File: config.mk
export PLATFORM = sky130hd
export DESIGN_NAME = instruction_fetch_stage
export DESIGN_NICKNAME = d
export VERILOG_FILES = /design/src/rtl/instruction_fetch_stage.sv
export SDC_FILE = /design/constraint.sdc
export NUM_CORES = 1
export LEC_CHECK = 0
export ABC_CLOCK_PERIOD_IN_PS = 10330
export BUFFER_PORTS_ARGS = -buffer_cell sky130_fd_sc_hd__buf_4
export CAP_MARGIN = 20
export CORE_ASPECT_RATIO = 0.9
export CORE_UTILIZATION = 56
export CTS_CLUSTER_SIZE = 16
export DETAILED_ROUTE_END_ITERATION = 12
export PLACE_DENSITY = 0.85
export SETUP_SLACK_MARGIN = 0.5
export SYNTH_ARGS = -nofsm -noshare
export SYNTH_HDL_FRONTEND = slang
export SYNTH_SLANG_ARGS = --single-unit
File: constraint.sdc
create_clock -name clk -period 10.33 [get_ports clk]
set_clock_uncertainty 0.05 [all_clocks]
set_input_delay 0.5165 -clock clk [delete_from_list [all_inputs] [get_ports clk]]
set_output_delay 0.5165 -clock clk [all_outputs]
set_load 0.005 [all_outputs]
File: src/rtl/instruction_fetch_stage.sv
// Purpose: MIPS IF stage. Holds the PC, fetches over a req/ready handshake, drives IF/ID.
// Latency: a completed fetch reaches IF/ID on the same edge (1 edge from request).
// Backpressure: a stall captures the returned word in a hold buffer and drops req until accepted.
//
// Ports:
//   clk, reset                      clock and asynchronous active-high reset
//   pc_enable, IF_enable            hazard-unit permissions for PC update / IF/ID load
//   branch_taken, branch_target     redirect request and target (bits [1:0] ignored)
//   imem_req, imem_addr             fetch request and word-aligned fetch address
//   imem_ready, imem_rdata          memory handshake and returned instruction word
//   IF_ID_instruction/pc_plus4/valid  IF/ID pipeline register
module instruction_fetch_stage #(
  parameter logic [31:0] RESET_PC  = 32'h0000_0000,
  parameter logic [31:0] NOP_INSTR = 32'h0000_0000
) (
  input  logic        clk,
  input  logic        reset,
  input  logic        pc_enable,
  input  logic        IF_enable,
  input  logic        branch_taken,
  input  logic [31:0] branch_target,
  output logic        imem_req,
  output logic [31:0] imem_addr,
  input  logic        imem_ready,
  input  logic [31:0] imem_rdata,
  output logic [31:0] IF_ID_instruction,
  output logic [31:0] IF_ID_pc_plus4,
  output logic        IF_ID_valid
);

  typedef enum logic [0:0] {
    FETCH = 1'b0,
    HELD  = 1'b1
  } state_t;

  state_t      state;
  state_t      state_next;
  logic [31:0] pc;
  logic [31:0] pc_plus4;
  logic [31:0] hold_buf;
  logic        done;
  logic        accept;

  assign pc_plus4  = pc + 32'd4;  // wraps modulo 2^32
  assign imem_addr = {pc[31:2], 2'b00};
  assign done      = imem_req && imem_ready;
  assign accept    = pc_enable && IF_enable;

  // State register
  always_ff @(posedge clk or posedge reset) begin
    if (reset) begin
      state <= FETCH;
    end else begin
      state <= state_next;
    end
  end

  // Next-state logic; a redirect always returns to FETCH
  always_comb begin
    state_next = state;
    if (branch_taken) begin
      state_next = FETCH;
    end else begin
      case (state)
        FETCH:   if (done && !accept) state_next = HELD;
        HELD:    if (accept)          state_next = FETCH;
        default: state_next = FETCH;
      endcase
    end
  end

  // Output logic; request is gated by reset so nothing is issued while it is held high
  always_comb begin
    imem_req = (state == FETCH) && !reset;
  end

  // PC, hold buffer and IF/ID register
  always_ff @(posedge clk or posedge reset) begin
    if (reset) begin
      pc                <= RESET_PC;
      hold_buf          <= 32'd0;
      IF_ID_instruction <= NOP_INSTR;
      IF_ID_pc_plus4    <= 32'd0;
      IF_ID_valid       <= 1'b0;
    end else if (branch_taken) begin
      // Redirect wins over stalls and discards any word returned this cycle
      pc                <= {branch_target[31:2], 2'b00};
      hold_buf          <= 32'd0;
      IF_ID_instruction <= NOP_INSTR;
      IF_ID_valid       <= 1'b0;
    end else if (state == FETCH && done && accept) begin
      pc                <= pc_plus4;
      IF_ID_instruction <= imem_rdata;
      IF_ID_pc_plus4    <= pc_plus4;
      IF_ID_valid       <= 1'b1;
    end else if (state == HELD && accept) begin
      pc                <= pc_plus4;
      IF_ID_instruction <= hold_buf;
      IF_ID_pc_plus4    <= pc_plus4;
      IF_ID_valid       <= 1'b1;
    end else begin
      // Word returned while stalled is parked so it is never refetched or lost
      if (state == FETCH && done) begin
        hold_buf <= imem_rdata;
      end
      // No new word for decode: bubble if IF/ID may load, otherwise hold
      if (IF_enable) begin
        IF_ID_instruction <= NOP_INSTR;
        IF_ID_valid       <= 1'b0;
      end
    end
  end

endmodule

After elaboration in Yosys (flattened, before gate mapping)
Index checks and enable logic that the tools add are counted.
{"block": "totals", "reg_bits": 130, "inputBits": 70, "output_inout_bits": 98}
{"block": "op_classes", "addsub": 1, "n_eq_ne": 2, "mux": 19, "bitwise_logic": 2, "reduce_logical": 15}
{"op": "$mux 32", "count": 11}
{"op": "$add 32x3->32 const B", "count": 1}
{"op": "$logic_and 1x1->1", "count": 7}
{"op": "$mux 1", "count": 7}
{"op": "$ne 2x2->1 const B", "count": 2}
{"op": "$reduce_bool 2->1", "count": 2}
{"op": "$reduce_bool 4->1", "count": 1}
{"op": "$reduce_and 3->1", "count": 1}
{"op": "$reduce_bool 3->1", "count": 1}
{"op": "$logic_not 1->1", "count": 2}
{"op": "$not 1->1", "count": 2}
{"op": "$pmux 1 s2", "count": 1}
{"op": "$reduce_and 2->1", "count": 1}

Depth between registers and ports, before layout
Gate-level depths: netlist of run 1.
{"block": "depth", "ltp_word": 8, "depth_mapped": 7}

Least setup slack after synthesis of run 1
Ideal clock, no wire load.
{"block": "synth_path", "path_kind": "register to register", "from": "reg pc[2]", "to": "reg IF_ID_pc_plus4[26]", "setup_time_ns": 0.137, "arrival_ns": 1.880, "setup_slack_ns": 8.263, "path_stages_with_launch": 8, "path_buffers": 1, "path_cell_list": "dfrtp_1 -> ha_1 -> nand3_1 -> or4_1 -> buf_6 -> nor3_1 -> xnor2_1 -> a21oi_1"}
{"block": "synth_between", "elab_chain_len": 3}
{"element": "from (decl)", "line_no": "38", "rtl": "logic [31:0] pc;"}
{"element": "from (signal assigned)", "line_no": "87", "rtl": "pc <= {branch_target[31:2], 2'b00};"}
{"element": "from (signal assigned)", "line_no": "92", "rtl": "pc <= pc_plus4;"}
{"element": "from (signal assigned)", "line_no": "97", "rtl": "pc <= pc_plus4;"}
{"element": "$add 32x3->32 (*)", "line_no": "44", "rtl": "assign pc_plus4 = pc + 32'd4;"}
{"element": "$mux 32", "line_no": "96", "rtl": "end else if (state == HELD && accept) begin"}
{"element": "$mux 32 (*)", "line_no": "91", "rtl": "end else if (state == FETCH && done && accept) begin"}
{"element": "to (signal assigned)", "line_no": "94", "rtl": "IF_ID_pc_plus4 <= pc_plus4;"}
{"element": "to (signal assigned)", "line_no": "99", "rtl": "IF_ID_pc_plus4 <= pc_plus4;"}
{"element": "to (decl)", "line_no": "27", "rtl": "output logic [31:0] IF_ID_pc_plus4,"}
Every way passes the cells marked *; elsewhere a longest branch is shown, timed or not. The select of a mux whose other input is x is not followed.
A chain may end at the register's enable or synchronous reset.

Worst setup path after layout of run 1
{"block": "layout_path", "from": "reg pc[2]", "to": "reg pc[28]"}
{"block": "layout_between", "elab_chain_len": 4}
{"element": "$add 32x3->32 (*)", "line_no": "44"}
{"element": "$mux 32", "line_no": "96"}
{"element": "$mux 32 (*)", "line_no": "91"}
{"element": "$mux 32 (*)", "line_no": "85", "rtl": "end else if (branch_taken) begin"}
Marked as above.

==> summary.txt, run 1 <==
Busiest grt layer: met2
Async S/R FF share, synth: 100.0%
Vias/cell: 5.857
Clock Tree Root: clkbuf_16
Die width: 110.0 µm
Layout filler cell count: 690
Grt total ovfl: 0
Final wirelength: 15990 µm
Antenna cell count: 0
Rows: 35
Fin nets: 836
Place WS: 7.650 ns
Met1 Usage GRT: 40.49%
Starting Density: 57.56%
Setup ws final: 7.700 ns
Data arrival, critical path: 2.84 ns
Number of buffers inserted during clock tree synthesis: 17
Largest net degree at the start of global routing: 79
Yosys top cell by area: dfrtp_1
Flip-flop and latch count after synthesis: 126
Die extent in y: 99.16 µm
Switching Share: 25.77%
P per Cell Area: 177.0 nW/µm²
Register area share after synthesis: 53.69%
Sink Count: 126
Initial antenna violation count: 0
H-tree depth: 4
Fin crit period: 2.630 ns
Ys Warns: 0
Crit path max fanout: 5
Fraction of layout cells with a size suffix above 1: 27.28%
Status: completed
Port Buffers: 161
Post-Place Cell Area: 7112 µm²
Sw power: 0.3528 mW
Cts repair resizes: 0
Maximum clock path buffer count: 2
Crit Path Class: reg2reg
Tcrit/Tclk final: 25.46%
Critical Path Start Type: register
Skew-Pair Late Insertion Delay: 0.41 ns
Cell-internal power: 1.016 mW
Footprint of the multi-input gates: 2502 µm²
Synth top area share: 53.69%
Crit end category: register
Post-synth EDFFs: 0
First DRT Iteration DRCs: 565
Synth Flop Type: dfrtp_1
Final TNS setup: 0 ns
Final hold vios: 0
Detailed-router iteration count before antenna repair: 6
Worst flop-to-flop path startpoint: pc[2]$_DFFE_PP0P_
Slew Viols, Final: 0
R2R depth: 6
Mapped Cells: 624
Synth top area cells: dfrtp_1 (54%), nand2_1 (7.3%), a222oi_1 (5.5%)
Number of setup violations in the final report: 0
Clk pin slew, worst setup/hold paths: 0.05 ns
DRC Markers: 0
Half-perimeter wire length after placement: 10140 µm
Gr usage total: 30.39%
Area delta synth->final: 31.68%
Vias in the first global route: 5153
Finished Core Util: 75.79%
Antenna Nets Post-Route: 0
Setup crit start: pc[2]$_DFFE_PP0P_
CTS tree: done
Wire per inst: 17.64 µm
Reg power frac: 43.3%
Logic pwr share: 15.4%
Met3 global-route usage: 6.291%
Design Area, Final: 7734 µm²
Synthesized cell area: 5873 µm²
I/O Pins: 168
Setup bufs post-CTS: 0
Peak VDD IR: 0.1254 mV
Avg Cell Area, Syn: 9.412 µm²
Core area: 10200 µm²
RD Place Congestion: 0.8151
Clock network fraction of design power: 41.3%
RSZ-0062 raised after global routing: no
Slew headroom: 26.84%
Max Clk Rate: 380.2 MHz
Register Area: 3153 µm²
Die area: 10900 µm²
Synth cell types: 35
Static leakage: 3.477 nW
Global-route wire length before repair: 25340 µm
Worst-margin pin slew: 1.087 ns
Hold crit path type: in2async
CTS hold repair buffers: 0
Max-cap violations: 0
CP Data Required Time: 10.54 ns
GRT met2 Usage: 46.49%
Vias: 5306
[state kept, by name, summed over array words and instances, names as in the netlist]
register	count
IF_ID_instruction	32
hold_buf	32
IF_ID_pc_plus4	30
pc	30
IF_ID_valid	1
state	1
[layout make-up]
| cell class | instances | share of cell area, % |
|---|---|---|
| well taps | 129 | 2.087 |
| multi-input cells | 446 | 32.36 |
| flip-flops and latches | 126 | 40.77 |
| clock inverters | 7 | 0.7766 |
| inverters | 3 | 0.1780 |
| clock buffers | 24 | 6.488 |
| repair buffers | 171 | 17.34 |
[per-layer routing]
layer	wire length (µm)	vias to the layer above
li1	-	2439
met1	6579	2572
met2	7793	247
met3	1056	48
met4	556	0
met5	0	-
[cells by family after synthesis]
| family | Yosys count | share of synthesized area, % |
|---|---|---|
| mux | 2 | 0.3622 |
| compound gates | 126 | 13.57 |
| simple gates | 256 | 19.49 |
| buf+inv | 55 | 4.112 |
| other cells | 1 | 0.06385 |
| fa+ha+maj | 1 | 0.2130 |
| flops | 126 | 53.69 |
| xor+xnor | 57 | 8.500 |
[cell usage in the layout (no fill, tap or decap), types with 6 or more instances in the layout]
cell type | Yosys | routed
a21oi_1 | 62 | 62
nand4_1 | 16 | 16
a222oi_1 | 32 | 32
clkbuf_16 | 0 | 17
dfrtp_1 | 126 | 126
xor2_1 | 36 | 36
o21ai_0 | 26 | 26
xnor2_1 | 21 | 21
nor2_1 | 75 | 72
nand3_1 | 21 | 21
buf_4 | 5 | 167
clkinv_2 | 0 | 6
nand2_1 | 115 | 115
nor3_1 | 9 | 9
[Yosys cell counts (all sizes together) (3+ instances only)]
| library cell | number |
|---|---|
| nor2 | 75 |
| inv | 3 |
| nand4 | 17 |
| nor4 | 8 |
| and2 | 4 |
| dfrtp | 126 |
| nor3 | 9 |
| xor2 | 36 |
| o21ai | 31 |
| a222oi | 32 |
| clkbuf | 39 |
| and3 | 4 |
| nand3 | 21 |
| buf | 13 |
| xnor2 | 21 |
| nand2 | 115 |
| a21oi | 62 |
[worst max-delay path: stages, from the launching register on]
cell	delay, ns
dfrtp_1	0.44
ha_1	0.32
nand3_1	0.24
nor4_1	0.94
nand3_1	0.21
xor2_1	0.19
o21ai_0	0.08
[per-stage QoR]
| step | hold WS (ns) | std cells | total power, mW |
|---|---|---|---|
| floorplan | 0.4402 | 627 | 0.6860 |
| global placement | 0.4467 | 871 | 0.7973 |
| detailed placement | 0.4638 | 872 | 0.8073 |
| CTS | 0.2026 | 903 | 1.375 |
| global route | 0.2511 | 906 | 1.427 |
| finish | 0.1851 | 906 | 1.369 |
[power groups by stage]
| stage | Combinational, mW | Sequential (mW) | Clock (mW) |
|---|---|---|---|
| after floorplan | 0.0959 | 0.590 | 0 |
| after global placement | 0.201 | 0.597 | 0 |
| after detailed placement | 0.207 | 0.600 | 0 |
| after CTS | 0.211 | 0.593 | 0.571 |
| after global routing | 0.234 | 0.600 | 0.593 |
| final | 0.211 | 0.593 | 0.565 |
[final timing paths]
| check | to | slack [ns] |
|---|---|---|
| min reg2reg | IF_ID_instruction[12]$_DFFE_PP0P_ | 0.47 |
| max | pc[28]$_DFFE_PP0P_ | 7.70 |
| min in group clk | pc[14]$_DFFE_PP0P_ | 0.26 |
| max in group asynchronous | pc[30]$_DFFE_PP0P_ | 8.68 |
| max reg2reg | pc[28]$_DFFE_PP0P_ | 7.70 |
| min | IF_ID_instruction[28]$_DFFE_PP0P_ | 0.19 |
No activity file was read; power rests on OpenSTA's default activity.
==> inputs of run 2 (changes only) <==
--- a/config.mk
+++ b/config.mk
@@ -5,14 +5,14 @@
 export SDC_FILE = /design/constraint.sdc
 export NUM_CORES = 1
 export LEC_CHECK = 0
-export ABC_CLOCK_PERIOD_IN_PS = 10330
+export ABC_CLOCK_PERIOD_IN_PS = 2640
 export BUFFER_PORTS_ARGS = -buffer_cell sky130_fd_sc_hd__buf_4
 export CAP_MARGIN = 20
 export CORE_ASPECT_RATIO = 0.9
-export CORE_UTILIZATION = 56
+export CORE_UTILIZATION = 52
 export CTS_CLUSTER_SIZE = 16
 export DETAILED_ROUTE_END_ITERATION = 12
-export PLACE_DENSITY = 0.85
+export PLACE_DENSITY = 0.8
 export SETUP_SLACK_MARGIN = 0.5
 export SYNTH_ARGS = -nofsm -noshare
 export SYNTH_HDL_FRONTEND = slang
==> constraint.sdc (replaced) <==
create_clock -name clk -period 2.64 [get_ports clk]
set_clock_uncertainty 0.05 [all_clocks]
set_input_delay 0.132 -clock clk [delete_from_list [all_inputs] [get_ports clk]]
set_output_delay 0.132 -clock clk [all_outputs]
set_load 0.005 [all_outputs]
==> run 2 against run 1 <==
Against the previous run:
- count of clock-buffer cells in the layout unchanged
- utilization up 2.2 points
- setup slack worse by 7.1 ns
- wire length up 11%
- critical path type unchanged
- flip-flop and latch count unchanged
==> summary.txt, run 2 (synthesis gave the netlist of run 1 again) <==
Crit path max fanout: 9
First DRT Iteration DRCs: 577
Vias: 5667
Antenna Nets Post-Route: 0
Peak VDD IR: 0.5042 mV
H-tree depth: 4
Fraction of layout cells with a size suffix above 1: 27.14%
Largest net degree at the start of global routing: 80
Number of setup violations in the final report: 0
Vias in the first global route: 5509
Min-Delay Path Depth: 3
Global-route wire length before repair: 27520 µm
Die area: 11720 µm²
Vias/cell: 5.650
Status: completed
Most frequent cells in the layout: buf_4 (179), dfrtp_1 (121), nand2_1 (115)
Slew headroom: 52.05%
RR Endpoint: IF_ID_pc_plus4[30]$_DFFE_PP0P_
Core area: 10900 µm²
CTS tree: done
Fin crit period: 2.070 ns
Area delta synth->final: 44.72%
Worst-margin pin slew: 0.7192 ns
Setup crit start: pc[15]$_DFFE_PP0P_
Placed Cells: 907
Layout filler cell count: 725
Critical Path Start Type: register
Final Non-Filler Cells: 1003
Die extent in y: 102.8 µm
Grt total ovfl: 0
Rows: 36
P per Cell Area: 651.3 nW/µm²
Most common cell after layout, fill and taps aside: buf_4
Final TNS setup: 0 ns
Sink Count: 126
RD Place Congestion: 0.8203
Port Buffers: 161
Wire per inst: 17.66 µm
Crit end category: register
I/O Pins: 168
Clock Tree Root: clkbuf_16
Die width: 114.0 µm
Static leakage: 3.781 nW
Skew-Pair Late Insertion Delay: 0.42 ns
Finished Core Util: 77.97%
Maximum clock path buffer count: 2
R2R depth: 5
Worst Hold End: state$_DFF_PP0_
Max-cap violations: 0
Fin nets: 910
Number of buffers inserted during clock tree synthesis: 17
Max Clk Rate: 483.0 MHz
HP Start: pc_enable
Starting Density: 53.88%
Initial antenna violation count: 0
Worst reg2reg setup slack: 0.57 ns
Final wirelength: 17710 µm
Slew Viols, Final: 0
Antenna cell count: 0
CP Data Required Time: 2.88 ns
Gr usage total: 30.92%
Setup ws final: 0.5697 ns
Worst flop-to-flop path startpoint: pc[15]$_DFFE_PP0P_
Clk pin slew, worst setup/hold paths: 0.05 ns
Largest regs: IF_ID_instruction: 32 flops, hold_buf: 32 flops
Tcrit/Tclk final: 78.42%
RSZ-0062 raised after global routing: no
Data arrival, critical path: 2.31 ns
Crit Path Class: reg2reg
DRC Markers: 0
Final hold vios: 0
Half-perimeter wire length after placement: 10590 µm
Hold crit path type: in2reg
Place WS: 0.2714 ns
Detailed-router iteration count before antenna repair: 7
-- run 2: cell count changes in the layout (fill, tap and decap cells not counted), sizes merged --
cell | previous run | this run
clkinv | 6 | 5
buf | 171 | 182
dlygate4sd3 | 0 | 63
bufinv | 1 | 2
inv | 3 | 2
clkinvlp | 0 | 1
-- run 2: timing repair --
action,4_1_cts,5_1_grt
hold buffers,63,0
gates resized for setup,4,6
hold endpoints to repair,112,0
pin swaps,1,1
endpoints found under the setup margin,7,11
buffers inserted,0,2
-- run 2: worst max-delay path: stages, from the launching register on --
cell and delay [ns]:
dfrtp_1 0.52, nand4_1 0.21, or4_4 0.63, nor3_1 0.28, xnor2_1 0.17, a21oi_1 0.09
-- run 2: worst max-delay path by stage --
stage,endpoint,cells past startpoint
6_report,IF_ID_pc_plus4[30]$_DFFE_PP0P_,5
5_1_grt,pc[26]$_DFFE_PP0P_,5
4_1_cts,IF_ID_pc_plus4[30]$_DFFE_PP0P_,6
3_5_place_dp,IF_ID_pc_plus4[30]$_DFFE_PP0P_,6
3_3_place_gp,pc[26]$_DFFE_PP0P_,6
2_1_floorplan,IF_ID_pc_plus4[30]$_DFFE_PP0P_,7
-- run 2: where the power goes --
part / switching, mW / internal, mW / leakage (nW) / total (mW)
registers: 0.188 / 2.14 / 1.61 / 2.32
clock network: 0.804 / 1.47 / 0.290 / 2.28
logic: 0.423 / 0.511 / 1.88 / 0.934
-- run 2: stage by stage --
step | hold slack [ns] | total power [mW] | instance area [µm²]
6_report | 0.06071 | 5.536 | 8499
5_1_grt | 0.08443 | 5.766 | 8499
3_3_place_gp | 0.1331 | 3.139 | 7229
3_5_place_dp | 0.1412 | 3.179 | 7244
4_1_cts | 0.04185 | 5.540 | 8464
2_1_floorplan | 0.2030 | 2.685 | 5888
-- run 2: area by class of cell --
type / instances / area [µm²] / share of cell area [%]
repair buffers: 245 / 2029 / 23.88
clock buffers: 24 / 491.7 / 5.785
clock inverters: 7 / 85.08 / 1.001
multi-input cells: 446 / 2529 / 29.75
flip-flops and latches: 126 / 3159 / 37.17
well taps: 152 / 190.2 / 2.238
inverters: 3 / 15.01 / 0.1767
-- run 2: per-layer routing --
layer	track usage, %	wire [µm]
met3	8.642	1270
met4	14.09	421
met1	38.05	7034
met2	51.33	8983
met5	0	0
